$ cat config.mk
export PLATFORM = sky130hd
export DESIGN_NAME = hs32_regarb
export DESIGN_NICKNAME = d
export VERILOG_FILES = /design/src/rtl/hs32_regarb_pkg.sv /design/src/rtl/hs32_arb2.sv /design/src/rtl/hs32_regarb.sv
export SDC_FILE = /design/constraint.sdc
export NUM_CORES = 1
export LEC_CHECK = 0
export ABC_AREA = 1
export BUFFER_PORTS_ARGS = -buffer_cell sky130_fd_sc_hd__buf_2
export CELL_PAD_IN_SITES_DETAIL_PLACEMENT = 0
export CELL_PAD_IN_SITES_GLOBAL_PLACEMENT = 1
export CORE_MARGIN = 2
export CORE_UTILIZATION = 27
export CTS_CLUSTER_SIZE = 28
export DETAILED_ROUTE_END_ITERATION = 16
export PLACE_DENSITY_LB_ADDON = 0.1
export SETUP_SLACK_MARGIN = 0.15
export SLEW_MARGIN = 20
export SYNTH_ARGS = -nofsm -noshare
export SYNTH_HDL_FRONTEND = slang
export SYNTH_SLANG_ARGS = --single-unit
$ cat constraint.sdc
create_clock -name clk -period 1.5 [get_ports clk]
set_input_delay 0.075 -clock clk [delete_from_list [all_inputs] [get_ports clk]]
set_output_delay 0.075 -clock clk [all_outputs]
set_load 0.02 [all_outputs]
$ cat src/rtl/hs32_regarb_pkg.sv
// Shared types and defaults for the hs32 register-file arbiter.
// FSM state encoding and the 2-way write picker used by hs32_arb2.
package hs32_regarb_pkg;

    typedef enum logic [1:0] {
        ST_IDLE = 2'd0,
        ST_CAPT = 2'd1,
        ST_HOLD = 2'd2
    } state_t;

    localparam int STARVE_MAX_DEF = 3;
    localparam int AW_DEF         = 4;
    localparam int DW_DEF         = 32;

    // One-hot grant for two requesters; prefer1 breaks a tie towards requester 1.
    function automatic logic [1:0] pick2(input logic [1:0] req, input logic prefer1);
        logic [1:0] g;
        g[0] = req[0] & (~req[1] | ~prefer1);
        g[1] = req[1] & (~req[0] | prefer1);
        return g;
    endfunction

endpackage

$ cat src/rtl/hs32_arb2.sv
// Two-requester write picker with one-hot grant.
// HS32_REGARB_RR_EN selects round-robin; otherwise requester 0 always wins a tie.
module hs32_arb2
    import hs32_regarb_pkg::*;
(
`ifdef HS32_REGARB_RR_EN
    input  logic       clk,
    input  logic       reset,
`endif
    input  logic [1:0] req,
    output logic [1:0] gnt
);

`ifdef HS32_REGARB_RR_EN
    // rr_last = 1 means requester 1 won last, so requester 0 gets the next tie.
    logic rr_last;

    always_ff @(posedge clk or negedge reset) begin
        if (!reset) begin
            rr_last <= 1'b1;
        end else if (|gnt) begin
            rr_last <= gnt[1];
        end
    end

    assign gnt = pick2(req, ~rr_last);
`else
    assign gnt = pick2(req, 1'b0);
`endif

endmodule

$ cat src/rtl/hs32_regarb.sv
// Schedules the single-port-write register file between two writeback ports and one operand read.
// Optional round-robin write arbitration: define HS32_REGARB_RR_EN.
//
// state | meaning
// IDLE  | no read outstanding; a read may be accepted
// CAPT  | register file is presenting read data; writes blocked
// HOLD  | response valid, waiting for rsp_ready; writes allowed
module hs32_regarb
    import hs32_regarb_pkg::*;
#(
    parameter int STARVE_MAX = STARVE_MAX_DEF,
    parameter int AW         = AW_DEF,
    parameter int DW         = DW_DEF
) (
    input  logic          clk,
    input  logic          reset,
    input  logic          wr0_valid,
    output logic          wr0_ready,
    input  logic [AW-1:0] wr0_adr,
    input  logic [DW-1:0] wr0_data,
    input  logic          wr1_valid,
    output logic          wr1_ready,
    input  logic [AW-1:0] wr1_adr,
    input  logic [DW-1:0] wr1_data,
    input  logic          rd_valid,
    output logic          rd_ready,
    input  logic [AW-1:0] rd_adr1,
    input  logic [AW-1:0] rd_adr2,
    output logic          rsp_valid,
    input  logic          rsp_ready,
    output logic [DW-1:0] rsp_data1,
    output logic [DW-1:0] rsp_data2,
    output logic          rf_we,
    output logic [AW-1:0] rf_wadr,
    output logic [DW-1:0] rf_din,
    output logic [AW-1:0] rf_radr1,
    output logic [AW-1:0] rf_radr2,
    input  logic [DW-1:0] rf_dout1,
    input  logic [DW-1:0] rf_dout2
);

    localparam int SW = (STARVE_MAX < 1) ? 1 : $clog2(STARVE_MAX + 1);
    localparam logic [SW-1:0] STARVE_TOP = SW'(STARVE_MAX);

    state_t        state;
    state_t        state_nxt;
    logic [SW-1:0] starve_cnt;
    logic          is_idle;
    logic          force_rd;
    logic [1:0]    wr_req;
    logic [1:0]    gnt;
    logic          wr_any;
    logic          rd_acc;

    assign is_idle  = (state == ST_IDLE);
    assign force_rd = is_idle & rd_valid & (starve_cnt == STARVE_TOP);

    // Writes are held off while read data is being captured or a starved read is forced.
    assign wr_req = {wr1_valid, wr0_valid} & {2{(state != ST_CAPT) & ~force_rd}};

    hs32_arb2 u_arb2 (
`ifdef HS32_REGARB_RR_EN
        .clk   (clk),
        .reset (reset),
`endif
        .req   (wr_req),
        .gnt   (gnt)
    );

    assign wr_any = |gnt;
    assign rd_acc = is_idle & rd_valid & ~wr_any;

    // Reset gating lives only on the outputs so no flop D-path depends on reset.
    always_comb begin
        wr0_ready = 1'b0;
        wr1_ready = 1'b0;
        rd_ready  = 1'b0;
        rf_we     = 1'b0;
        rf_wadr   = '0;
        rf_din    = '0;
        rf_radr1  = '0;
        rf_radr2  = '0;
        if (reset) begin
            wr0_ready = gnt[0];
            wr1_ready = gnt[1];
            rd_ready  = rd_acc;
            rf_we     = wr_any;
            rf_radr1  = rd_adr1;
            rf_radr2  = rd_adr2;
            if (gnt[1]) begin
                rf_wadr = wr1_adr;
                rf_din  = wr1_data;
            end else if (gnt[0]) begin
                rf_wadr = wr0_adr;
                rf_din  = wr0_data;
            end
        end
    end

    always_comb begin
        state_nxt = state;
        case (state)
            ST_IDLE: if (rd_acc) state_nxt = ST_CAPT;
            ST_CAPT: state_nxt = ST_HOLD;
            ST_HOLD: if (rsp_valid && rsp_ready) state_nxt = ST_IDLE;
            default: state_nxt = ST_IDLE;
        endcase
    end

    always_ff @(posedge clk or negedge reset) begin
        if (!reset) begin
            state <= ST_IDLE;
        end else begin
            state <= state_nxt;
        end
    end

    always_ff @(posedge clk or negedge reset) begin
        if (!reset) begin
            starve_cnt <= '0;
        end else if (rd_acc) begin
            starve_cnt <= '0;
        end else if (is_idle && rd_valid && wr_any && (starve_cnt != STARVE_TOP)) begin
            starve_cnt <= starve_cnt + SW'(1);
        end
    end

    always_ff @(posedge clk or negedge reset) begin
        if (!reset) begin
            rsp_valid <= 1'b0;
            rsp_data1 <= '0;
            rsp_data2 <= '0;
        end else if (state == ST_CAPT) begin
            rsp_valid <= 1'b1;
            rsp_data1 <= rf_dout1;
            rsp_data2 <= rf_dout2;
        end else if (rsp_valid && rsp_ready) begin
            rsp_valid <= 1'b0;
        end
    end

endmodule
**Word level (Yosys, flattened, before mapping)**

Index checks and enable logic that the tools add are counted.
W data, S select, Z words.

- Logic and storage cells: 50
- Flip-flop bits (word level): 69
- Input bits: 150
- Output and inout bits: 113

- Muxes and demuxes: 19
- Add/sub/neg operators: 1
- Eq/ne operators: 7
- Reduce and logical (&&, ||, !) cells: 9
- Bitwise gates (word level): 9

Operators by type and width:

| operator | count |
|---|---|
| $mux W32 | 3 |
| $mux W4 | 5 |
| $mux W2 | 4 |
| $mux W1 | 6 |
| $pmux W2 S3 | 1 |
| $and A1 B1 Y1 | 5 |
| $eq A2 B2 Y1 const B | 2 |
| $logic_and A1 B1 Y1 | 4 |
| $ne A2 B1 Y1 const B | 2 |
| $ne A2 B2 Y1 const B | 2 |
| $reduce_bool A2 Y1 | 2 |
| $not A1 Y1 | 3 |
| $add A2 B1 Y2 const B | 1 |
| $and A2 B2 Y2 | 1 |
| $eq A2 B1 Y1 const B | 1 |
| $logic_not A2 Y1 | 1 |
| $reduce_and A2 Y1 | 1 |
| $reduce_or A2 Y1 | 1 |

**Longest topological paths before layout**

Gate-level depths: netlist (run 1).

- Depth after elaboration: 13
- Mapped depth: 7
- Mapped depth without buffers: 6

**Modules after synthesis**

A second synthesis (run 1) with hierarchy kept.

- Cells, all modules: 418
- Area, all modules: 3472.1 um^2

By module, submodules not included:

| module | area each (um^2) | instances | cells each | sequential area each (um^2) |
|---|---|---|---|---|
| hs32_regarb | 3454.6 | 1 | 415 | 1726.7 |
| hs32_arb2 | 17.5 | 1 | 3 | 0.0 |

**Worst setup path after synthesis (run 1)**

No wires, ideal clock.

- Kind: flip-flop to output port
- From: register starve_cnt[0]
- To: output port rf_din[30]
- Buffers on the path: 1
- Cell stages (with the launch flop): 8
- Arrival: 1.430 ns
- Slack: -0.005 ns
- Data required time: 1.425 ns
- Path through: dfrtp_1 > ha_1 > nand3_1 > nand3_1 > nor2_8 > buf_12 > nand2_1 > nand2_1

- Word-level cells in the longest chain between the ends: 9
- Elaborated cells on any way between the ends: 10
- Classes of those cells: eq/ne (1); mux (3); bitwise (6)

RTL lines:

| what | RTL line | text |
|---|---|---|
| start, declared | hs32_regarb.sv:47 | `logic [SW-1:0] starve_cnt;` |
| start signal, assigned | hs32_regarb.sv:124 | `starve_cnt <= starve_cnt + SW'(1);` |
| $eq A2 B2 Y1 (*) | hs32_regarb.sv:56 | `assign force_rd = is_idle & rd_valid & (starve_cnt == STARVE_TOP);` |
| $and A1 B1 Y1 (*) | hs32_regarb.sv:56 |  |
| $not A1 Y1 (*) | hs32_regarb.sv:59 | `assign wr_req = {wr1_valid, wr0_valid} & {2{(state != ST_CAPT) & ~force_rd}};` |
| $and A1 B1 Y1 (*) | hs32_regarb.sv:59 |  |
| $and A2 B2 Y2 (*) | hs32_regarb.sv:59 |  |
| $not A1 Y1 | hs32_regarb_pkg.sv:19 | `g[1] = req[1] & (~req[0] \| prefer1);` |
| $and A1 B1 Y1 | hs32_regarb_pkg.sv:19 |  |
| $mux W32 (*) | hs32_regarb.sv:90 | `if (gnt[1]) begin` |
| $mux W32 (*) | hs32_regarb.sv:83 | `if (reset) begin` |
| end, declared | hs32_regarb.sv:35 | `output logic [DW-1:0] rf_din,` |

Every way passes the cells marked *; elsewhere a longest branch is shown, timed or not.

**Worst setup path in the final report (run 1)**

- From: register starve_cnt[0]
- To: output port rf_din[31]

Same word-level chain as after synthesis.

==> results of run 1 <==
-- cell families after synthesis --
| logic type | after synthesis | share of synthesized area |
|---|---|---|
| multiplexers | 64 | 0.2233 |
| AND/OR/NAND/NOR | 133 | 0.1725 |
| buffers and inverters | 28 | 0.05349 |
| adder cells (fa/ha/maj) | 1 | 0.003875 |
| AO/OA/AOI/OAI | 6 | 0.01202 |
| flip-flops | 69 | 0.5349 |
-- flip-flops by register name (all words and copies together), names as in the netlist --
name,cells
state,2
rsp_valid,1
rsp_data1,32
rsp_data2,32
starve_cnt,2
-- what timing repair did --
item	CTS	global route
setup buffers	10	7
gates resized for setup	74	46
setup endpoints to repair	100	102
pin swaps	8	8
cloned	1	4
endpoints found under the hold margin	91	0
hold buffers	66	0
-- synth_stat cells (all sizes together) --
library cell    n  area, um2
buf            14      120.1
ha              1      12.51
nor2            5      42.54
inv            14      52.55
a211o           1      8.760
mux2           64      720.7
or2             1      8.760
nand2         122      480.5
o211ai          1      7.510
o21ai           2      10.01
dfrtp          69       1727
a21oi           1      5.000
nand3           5      25.02
o21bai          1      7.510
-- power groups by stage --
stage / Clock, mW / Sequential, mW / Combinational (mW)
finish: 2.07 / 3.27 / 4.90
CTS: 2.13 / 3.26 / 4.69
detailed placement: 0 / 3.26 / 4.30
floorplan: 0 / 4.39 / 1.57
global route: 2.19 / 3.40 / 5.25
global placement: 0 / 3.22 / 4.27
-- final cells by class --
cell class,count,area (um2)
clock buffers,12,246.5
clock inverters,4,47.55
fillers,1032,5112
inverters,14,52.55
multi-input cells,204,1549
flip-flops and latches,69,1728
well taps,143,178.9
repair buffers,361,2650
-- worst register-to-register path: cells and delay by family, from the launching register on --
kind / cells / cell delay, ns
buffers and inverters: 6 / 0.69
AND/OR/NAND/NOR: 1 / 0.14
flip-flops: 1 / 0.40
AO/OA/AOI/OAI: 2 / 0.23
-- metrics by stage --
step / instance area (um2) / TNS (ns)
final: 6452 / -9.446
after global routing: 6452 / -13.15
after CTS: 6148 / -10.12
after detailed placement: 4871 / -0.002908
after global placement: 4871 / 0
after floorplan: 3356 / 0
-- layer usage --
metal,vias to the layer above,share of wire
met1,1575,0.35
met5,-,0
li1,1695,-
met4,0,0.016
met3,14,0.085
met2,156,0.55
-- path summary, 6_finish.rpt --
check	startpoint	end	slack, ns	cells past startpoint
min in group asynchronous	reset	rsp_data2[21]	0.43	4
worst max register to register	state[1]	starve_cnt[1]	-0.03	9
worst max-delay path	starve_cnt[0]	rf_din[31]	-0.27	9
worst min-delay path	rf_dout1[6]	rsp_data1[6]	0.01	2
worst min register to register	rsp_data1[11]	rsp_data1[11]	0.50	1
max in group asynchronous	reset	rsp_data1[9]	0.55	4
==> impl_results.md, run 1 <==
- CTS buffer count: 9
- Maximum level of the CTS H-tree: 3
- Sum of buffers and inverters on the critical path: 3
- Count of final max-slew check failures: 0
- Warnings, synthesis: 0
- Initial core utilization: 0.2791
- Slew Limit Headroom: 0.6573
- Drt first-iter violations: 122
- Clock Pin Slew Worst Setup and Hold Paths: around 0.05 ns
- Switching power summed over all nets: approximately 3.8 mW
- Count of different cell masters after synthesis: 21
- First drt pass iteration count: 4
- Die ar.: 12,850 um2
- Post-synthesis sequential area ratio: 0.5349
- Final nets: just over 800
- Wire length of the first global-routing pass: ~17,000 um
- Overall power: 10.23 mW
- Transition at the pin with the smallest max-transition slack: about 0.51 ns
- Register bit total from synthesis: 69
- Final Instance Count excl. Fillers: just over 800
- Placed Cells: around 700
- Max FO, Critical Path: 8
- Synthesized netlist cell count: approximately 300
- Pre-CTS worst setup slack: -0.002908 ns
- Combinational group share of total power: 0.479
- Maximum clock frequency: about 0.56 GHz
- Type of element capturing the critical path: primary output
- Half-perimeter wire length after placement: 7880 um
- TritonCTS clock tree: done
- Pin count of the biggest net entering global routing: 46
- Relative contribution of sequential cells to total power: 0.320
- Total congestion overflow after global routing: 0
- Io pins: ~260
- Die Y: roughly 110 um
- Number of buffers between clock root and the deepest sink: 2
- Global placement routability congestion: 0.8410
- Syn_area_per_cell: between 10 and 15 um2
- Slowest cell on crit path: sky130_fd_sc_hd__dfrtp_1
- DRC violations left: 0
- Post-route core utilization: 0.5579
- Syn-to-layout area delta: 99.88%
- Type of the most critical hold path: input pin to flip-flop
- Violations in the final reports: negative setup slack
- Ant diodes: 0
- Final clock period utilization by the worst path: 1.180
- Fraction of final layout cells with drive strength greater than 1: 0.6717
- Chip width: 113.3 um
- Number of vias per cell after detailed routing: 4.263
- Setup violators final: 42
- Largest vdd supply drop: about 1.4 mV
- Type of the worst setup path: flip-flop to primary output
- Clk network pwr share: 0.202
- Clock latency on the worst-skew pair: between 0.3 and 0.4 ns
- Final WL: between 10,000 and 15,000 um
- GR met1 Demand/Resource: 0.1644
- Power density relative to cell area: ~1600 nW/um2
- Setup Skew: 0.004736 ns
- Core outline area: about 12,000 um2
- Unrepaired setup endpoints after global routing: true
- Static leakage: about 3.4 nW
- Sink Count: 69
- Data arrival at the endpoint of the critical path: about 1.7 ns
- Max-capacitance violation count: 0
- Status: finished with violations
- Number of global-route vias before repair: 3,450
- Cell-internal power: 6.418 mW
- Antenna violations before repair: 0
- Total number of vias: about 3,400
- Commonest non-fill, non-tap cells in the layout: 221 x sky130_fd_sc_hd__buf_2, 68 x sky130_fd_sc_hd__dfrtp_1, 66 x sky130_fd_sc_hd__nand2_1
- Number of rows in the core area: 39
- All-Layer GR Usage: 0.1649
- Family with the most delay on the worst path: simple AND/OR/NAND/NOR gates
- GR peak layer: met2
- Routing usage on met2: 0.3154
- Post-Syn Nets: 452
- Max stage delay on crit path: about 0.4 ns
- Slack of the critical path: -0.2703 ns
- Required time of the critical path: 1.42 ns
- Hold Violations, Final: 0
- Sw Share: 0.3729
- Commonest non-fill, non-tap cell in the layout: sky130_fd_sc_hd__buf_2
- CP Launch Type: flip-flop
- Synthesized cell area: 3228 um2
- Number of nets with antenna violations after routing: 0
- Port bufs: between 200 and 300
- Time the worst path needs with I/O delays and setup: approximately 1.8 ns
- Worst hold slack: around 0.013 ns
- M3 GR Usage: 0.05678
- Series of cell instances along the critical path: ha_4, nand3_4, nand3_4, nor2_8, buf_4, buf_12, nand2_1, nand2_1, buf_6
- Per-cell routed wire length: between 10 and 15 um
- Clock Root Buffer: sky130_fd_sc_hd__clkbuf_16
No activity file was read; power rests on OpenSTA's default activity.
==> run 2: changes to the inputs <==
==> constraint.sdc (replaced) <==
create_clock -name clk -period 1.5 [get_ports clk]
set_input_delay 0.15 -clock clk [delete_from_list [all_inputs] [get_ports clk]]
set_output_delay 0.15 -clock clk [all_outputs]
set_load 0.02 [all_outputs]
==> impl_results.md, run 2 (synthesis gave the netlist of run 1 again) <==
- Data arrival at the endpoint of the critical path: 1.73 ns (was 1.70 ns)
- CTS buffer count: 9 (unchanged)
- Type of the worst setup path: flip-flop to primary output (unchanged)
- Number of buffers between clock root and the deepest sink: 2 (unchanged)
- Clock Pin Slew Worst Setup and Hold Paths: 0.06 ns (was 0.05 ns)
- Clock latency on the worst-skew pair: 0.32 ns (was 0.33 ns)
- Max FO, Critical Path: 5 (was 8)
- Biggest regs: rsp_data1 x32, rsp_data2 x32 (unchanged)
- Syn-to-layout area delta: 91.32% (was 99.88%)
- Io pins: 263 (unchanged)
- Per-cell routed wire length: 15.54 um (was 13.79 um)
- Number of rows in the core area: 39 (unchanged)
- Ant diodes: 0 (unchanged)
- Final clock period utilization by the worst path: 1.250 (was 1.180)
- Pre-CTS worst setup slack: -0.04460 ns (was -0.002908 ns)
- TritonCTS clock tree: done (unchanged)
- Fillers: 1,044 (was 1,032)
- Largest vdd supply drop: 1.142 mV (was 1.382 mV)
- All-Layer GR Usage: 0.1633 (was 0.1649)
- Pin count of the biggest net entering global routing: 44 (was 46)
- Port bufs: 262 (unchanged)
- Final nets: 749 (was 810)
- Time the worst path needs with I/O delays and setup: 1.876 ns (was 1.770 ns)
- Unrepaired setup endpoints after global routing: true (unchanged)
- Setup_tns: -13.49 ns (was -9.446 ns)
- Commonest non-fill, non-tap cell in the layout: sky130_fd_sc_hd__buf_2 (unchanged)
- Commonest non-fill, non-tap cells in the layout: 221 x sky130_fd_sc_hd__buf_2, 68 x sky130_fd_sc_hd__dfrtp_1, 65 x sky130_fd_sc_hd__nand2_1 (was 221 x sky130_fd_sc_hd__buf_2, 68 x sky130_fd_sc_hd__dfrtp_1, 66 x sky130_fd_sc_hd__nand2_1)
- Slack of the critical path: -0.3756 ns (was -0.2703 ns)
- Final WL: 11,590 um (was 11,130 um)
- Drt first-iter violations: 71 (was 122)
- Setup violators final: 57 (was 42)
- Power density relative to cell area: 1785 nW/um2 (was 1586 nW/um2)
- Violations in the final reports: negative hold slack, negative setup slack (was negative setup slack)
- Maximum clock frequency: 0.5332 GHz (was 0.5649 GHz)
- Transition at the pin with the smallest max-transition slack: 0.5334 ns (was 0.5140 ns)
- Type of element capturing the critical path: primary output (unchanged)
- Number of global-route vias before repair: 3,354 (was 3,450)
- Initial core utilization: 0.2791 (unchanged)
- Max-capacitance violation count: 0 (unchanged)
- Hold Violations, Final: 34 (was 0)
- Setup Skew: 0.006435 ns (was 0.004736 ns)
- Maximum level of the CTS H-tree: 3 (unchanged)
- Half-perimeter wire length after placement: 7924 um (was 7880 um)
- Status: finished with violations (unchanged)
- Slew Limit Headroom: 0.6444 (was 0.6573)
- Sink Count: 69 (unchanged)
- Required time of the critical path: 1.35 ns (was 1.42 ns)
- DRC violations left: 0 (unchanged)
- Number of nets with antenna violations after routing: 0 (unchanged)
- Count of final max-slew check failures: 0 (unchanged)
- Total congestion overflow after global routing: 0 (unchanged)
- Chip width: 113.3 um (unchanged)
- Core outline area: 11,560 um2 (unchanged)
- Clock Root Buffer: sky130_fd_sc_hd__clkbuf_16 (unchanged)
- Worst hold slack: -0.08664 ns (was 0.01291 ns)
- Wire length of the first global-routing pass: 16,480 um (was 16,640 um)
- Global placement routability congestion: 0.7867 (was 0.8410)
- Static leakage: 3.451 nW (was 3.395 nW)
- CP Launch Type: flip-flop (unchanged)
- Antenna violations before repair: 0 (unchanged)
- Die Y: 113.3 um (unchanged)
- Type of the most critical hold path: input pin to asynchronous set/reset pin (was input pin to flip-flop)
- Number of vias per cell after detailed routing: 4.338 (was 4.263)
- First drt pass iteration count: 4 (unchanged)
- Total number of vias: 3,236 (was 3,440)
- Die ar.: 12,850 um2 (unchanged)
- Fraction of final layout cells with drive strength greater than 1: 0.7430 (was 0.6717)
## run 2: final cells by class
type                    instances  area (um2)  share of cell area
flip-flops and latches         69        1728              0.2798
multi-input cells             204        1708              0.2765
clock buffers                  12       256.5             0.04153
well taps                     143       178.9             0.02897
clock inverters                 4       70.07             0.01135
repair buffers                300        2182              0.3533
inverters                      14       52.55            0.008509
## run 2: what timing repair did
action                                  4_1_cts  5_1_grt
cloned                                        5        7
pin swaps                                     3        9
hold endpoints to repair                     34       34
buffers inserted                              6        6
endpoints found under the setup margin       99      106
gates resized for setup                      84       86
## run 2: path summary, 6_finish.rpt
check,slack [ns],cells past startpoint,endpoint,start
setup / recovery,-0.38,9,rf_wadr[2],starve_cnt[0]
hold / removal,-0.09,2,rsp_data2[3],reset
setup reg to reg,-0.05,7,rsp_data1[12],state[1]
hold reg to reg,0.50,1,rsp_data2[19],rsp_data2[19]
max in group asynchronous,0.70,3,state[0],reset
min in group clk,0.04,2,rsp_valid,rsp_ready
## run 2: critical path, cell delays in order (launching register included)
cell                        delay [ns]
sky130_fd_sc_hd__dfrtp_1          0.41
sky130_fd_sc_hd__ha_4             0.18
sky130_fd_sc_hd__nand3_4          0.08
sky130_fd_sc_hd__nand3_4          0.08
sky130_fd_sc_hd__nor2_4           0.15
sky130_fd_sc_hd__buf_12           0.14
sky130_fd_sc_hd__clkbuf_16        0.15
sky130_fd_sc_hd__nand2_2          0.05
sky130_fd_sc_hd__nand2_2          0.06
sky130_fd_sc_hd__buf_6            0.11
## run 2: through the flow
step	cell area, um2	cells	power (mW)	util
finish	6176	746	11.02	0.5340
global route	6176	746	11.65	0.5340
CTS	5668	733	10.54	0.4901
detailed placement	4888	706	7.618	0.4227
global placement	4888	706	7.547	0.4227
floorplan	3363	301	5.962	-
## run 2: power by group
| part | total (mW) | internal (mW) | switching [mW] |
|---|---|---|---|
| registers | 3.31 | 2.81 | 0.498 |
| logic | 5.42 | 2.73 | 2.69 |
| clock network | 2.30 | 1.54 | 0.756 |
| total | 11.0 | 7.08 | 3.95 |
## run 2: per-layer routing
metal | vias to the layer above | track usage | share of wire
met5 | - | 0 | 0
met4 | 0 | 0.05447 | 0.016
met3 | 13 | 0.05785 | 0.084
met2 | 154 | 0.3086 | 0.53
met1 | 1506 | 0.1662 | 0.37
li1 | 1563 | - | -
==> run 3: changes to the inputs <==
CAP_MARGIN = 20   (was not set)
CTS_BUF_LIST = sky130_fd_sc_hd__clkbuf_16   (was not set)
==> impl_results.md, run 3 (synthesis gave the netlist of run 1 again) <==
- Status: finished with violations (unchanged)
- Violations in the final reports: negative hold slack, negative setup slack (unchanged)
- Static leakage: 3.506 nW (was 3.451 nW)
- Clk network pwr share: 0.199 (was 0.208)
- Per-cell routed wire length: 15.44 um (was 15.54 um)
- Final WL: 11,510 um (was 11,590 um)
- Total number of vias: 3,245 (was 3,236)
- Core outline area: 11,560 um2 (unchanged)
- Largest vdd supply drop: 1.141 mV (was 1.142 mV)
- Clock Pin Slew Worst Setup and Hold Paths: 0.06 ns (about the same)
- Maximum clock frequency: 0.5343 GHz (was 0.5332 GHz)
- CP Launch Type: flip-flop (unchanged)
- TritonCTS clock tree: done (unchanged)
- Transition at the pin with the smallest max-transition slack: 0.5329 ns (was 0.5334 ns)
- Placed Cells: 706 (unchanged)
- Type of element capturing the critical path: primary output (unchanged)
- Data arrival at the endpoint of the critical path: 1.72 ns (was 1.73 ns)
- Post-route core utilization: 0.5355 (was 0.5340)
- Max-capacitance violation count: 0 (unchanged)
- Clock latency on the worst-skew pair: 0.32 ns (about the same)
- Required time of the critical path: 1.35 ns (about the same)
- Type of the worst setup path: flip-flop to primary output (unchanged)
- Cell-internal power: 7.047 mW (was 7.078 mW)
- Slack of the critical path: -0.3717 ns (was -0.3756 ns)
- Number of global-route vias before repair: 3,314 (was 3,354)
- All-Layer GR Usage: 0.1615 (was 0.1633)
- Max FO, Critical Path: 5 (unchanged)
- Setup_tns: -15.06 ns (was -13.49 ns)
- Commonest non-fill, non-tap cells in the layout: 222 x sky130_fd_sc_hd__buf_2, 68 x sky130_fd_sc_hd__dfrtp_1, 60 x sky130_fd_sc_hd__nand2_1 (was 221 x sky130_fd_sc_hd__buf_2, 68 x sky130_fd_sc_hd__dfrtp_1, 65 x sky130_fd_sc_hd__nand2_1)
- Final clock period utilization by the worst path: 1.248 (was 1.250)
- Maximum level of the CTS H-tree: 3 (unchanged)
- Worst hold slack: -0.08575 ns (was -0.08664 ns)
- Cell area after layout: 6193 um2 (was 6176 um2)
- Die Y: 113.3 um (unchanged)
- Combinational group share of total power: 0.500 (was 0.492)
- Wire length of the first global-routing pass: 16,350 um (was 16,480 um)
- Sink Count: 69 (unchanged)
- Port bufs: 262 (unchanged)
- Power density relative to cell area: 1778 nW/um2 (was 1785 nW/um2)
- Setup Skew: 0.002967 ns (was 0.006435 ns)
- Count of final max-slew check failures: 0 (unchanged)
- Final Instance Count excl. Fillers: 745 (was 746)
- Chip width: 113.3 um (unchanged)
- Sw Share: 0.3601 (was 0.3580)
- Area taken by multi-input logic gates: 1772 um2 (was 1708 um2)
- Fillers: 1,038 (was 1,044)
- Number of nets with antenna violations after routing: 0 (unchanged)
- Number of vias per cell after detailed routing: 4.356 (was 4.338)
- Setup violators final: 86 (was 57)
- First drt pass iteration count: 4 (unchanged)
- Ant diodes: 0 (unchanged)
- Number of rows in the core area: 39 (unchanged)
- Global placement routability congestion: 0.7867 (unchanged)
- Antenna violations before repair: 0 (unchanged)
- Initial core utilization: 0.2791 (unchanged)
- Drt first-iter violations: 60 (was 71)
- Hold Violations, Final: 34 (unchanged)
- Pre-CTS worst setup slack: -0.04460 ns (unchanged)
- Post-Place Cell Area: 4888 um2 (unchanged)
- DRC violations left: 0 (unchanged)
- Commonest non-fill, non-tap cell in the layout: sky130_fd_sc_hd__buf_2 (unchanged)
- Half-perimeter wire length after placement: 7924 um (unchanged)
- Type of the most critical hold path: input pin to asynchronous set/reset pin (unchanged)
- Switching power summed over all nets: 3.966 mW (was 3.946 mW)
- Final nets: 748 (was 749)
- Slew Limit Headroom: 0.6447 (was 0.6444)
- Relative contribution of sequential cells to total power: 0.301 (was 0.300)
- Fraction of final layout cells with drive strength greater than 1: 0.7475 (was 0.7430)
- Total congestion overflow after global routing: 0 (unchanged)
- Biggest regs: rsp_data1 x32, rsp_data2 x32 (unchanged)
- Unrepaired setup endpoints after global routing: true (unchanged)
- CTS buffer count: 9 (unchanged)
- Die ar.: 12,850 um2 (unchanged)
- Syn-to-layout area delta: 91.86% (was 91.32%)
- Overall power: 11.01 mW (was 11.02 mW)
- Register cell area after layout: 1728 um2 (unchanged)
- Time the worst path needs with I/O delays and setup: 1.872 ns (was 1.876 ns)
- Clock Root Buffer: sky130_fd_sc_hd__clkbuf_16 (unchanged)
- Io pins: 263 (unchanged)
- Number of buffers between clock root and the deepest sink: 2 (unchanged)
- Pin count of the biggest net entering global routing: 44 (unchanged)
==> run 3: cell count changes in the layout (fill, tap and decap cells not counted), sizes merged <==
| cell | delta |
|---|---|
| clkbuf | -3 |
| clkinv | +2 |
| buf | -1 |
| inv | +1 |
==> run 3: power by group through the flow <==
stage	logic (mW)	clock network [mW]	registers, mW
2_1_floorplan	1.57	0	4.39
3_3_place_gp	4.33	0	3.22
3_5_place_dp	4.36	0	3.26
4_1_cts	4.87	2.25	3.27
5_1_grt	5.86	2.32	3.45
6_report	5.51	2.19	3.31
==> run 3: path summary, 6_finish.rpt <==
kind	from	end	slack, ns	cells after the start
setup reg to reg	state[1]	rsp_data1[18]	-0.13	8
min in group clk	rsp_ready	rsp_valid	0.04	2
setup / recovery	starve_cnt[0]	rf_wadr[2]	-0.37	9
hold reg to reg	rsp_data1[21]	rsp_data1[21]	0.50	1
hold / removal	reset	rsp_data2[3]	-0.09	2
max in group asynchronous	reset	state[0]	0.70	3
==> run 3: worst max-delay path, cell delays in order, from the launching register on <==
cell	delay, ns
sky130_fd_sc_hd__dfrtp_1	0.41
sky130_fd_sc_hd__ha_4	0.18
sky130_fd_sc_hd__nand3_4	0.08
sky130_fd_sc_hd__nand3_4	0.08
sky130_fd_sc_hd__nor2_4	0.15
sky130_fd_sc_hd__buf_12	0.13
sky130_fd_sc_hd__clkbuf_16	0.15
sky130_fd_sc_hd__nand2_2	0.05
sky130_fd_sc_hd__nand2_2	0.06
sky130_fd_sc_hd__buf_6	0.11
==> run 3: timing repair <==
action	in CTS	in global routing
pin swaps	3	10
setup endpoints to repair	99	106
resized for setup	84	105
endpoints found under the hold margin	34	34
setup buffers	6	5
gates cloned	5	7
==> run 3: layer usage <==
metal	up-vias	share of wire	GRT usage
met5	-	0	0
met3	11	0.083	0.05731
met4	0	0.014	0.05122
met2	149	0.53	0.3014
li1	1561	-	-
met1	1524	0.37	0.1685
==> run 3: area by class of cell <==
type	instances	area share
clock inverters	7	0.01313
well taps	143	0.02889
clock buffers	9	0.03636
inverters	14	0.008485
repair buffers	299	0.3481
multi-input cells	204	0.2861
flip-flops and latches	69	0.2790
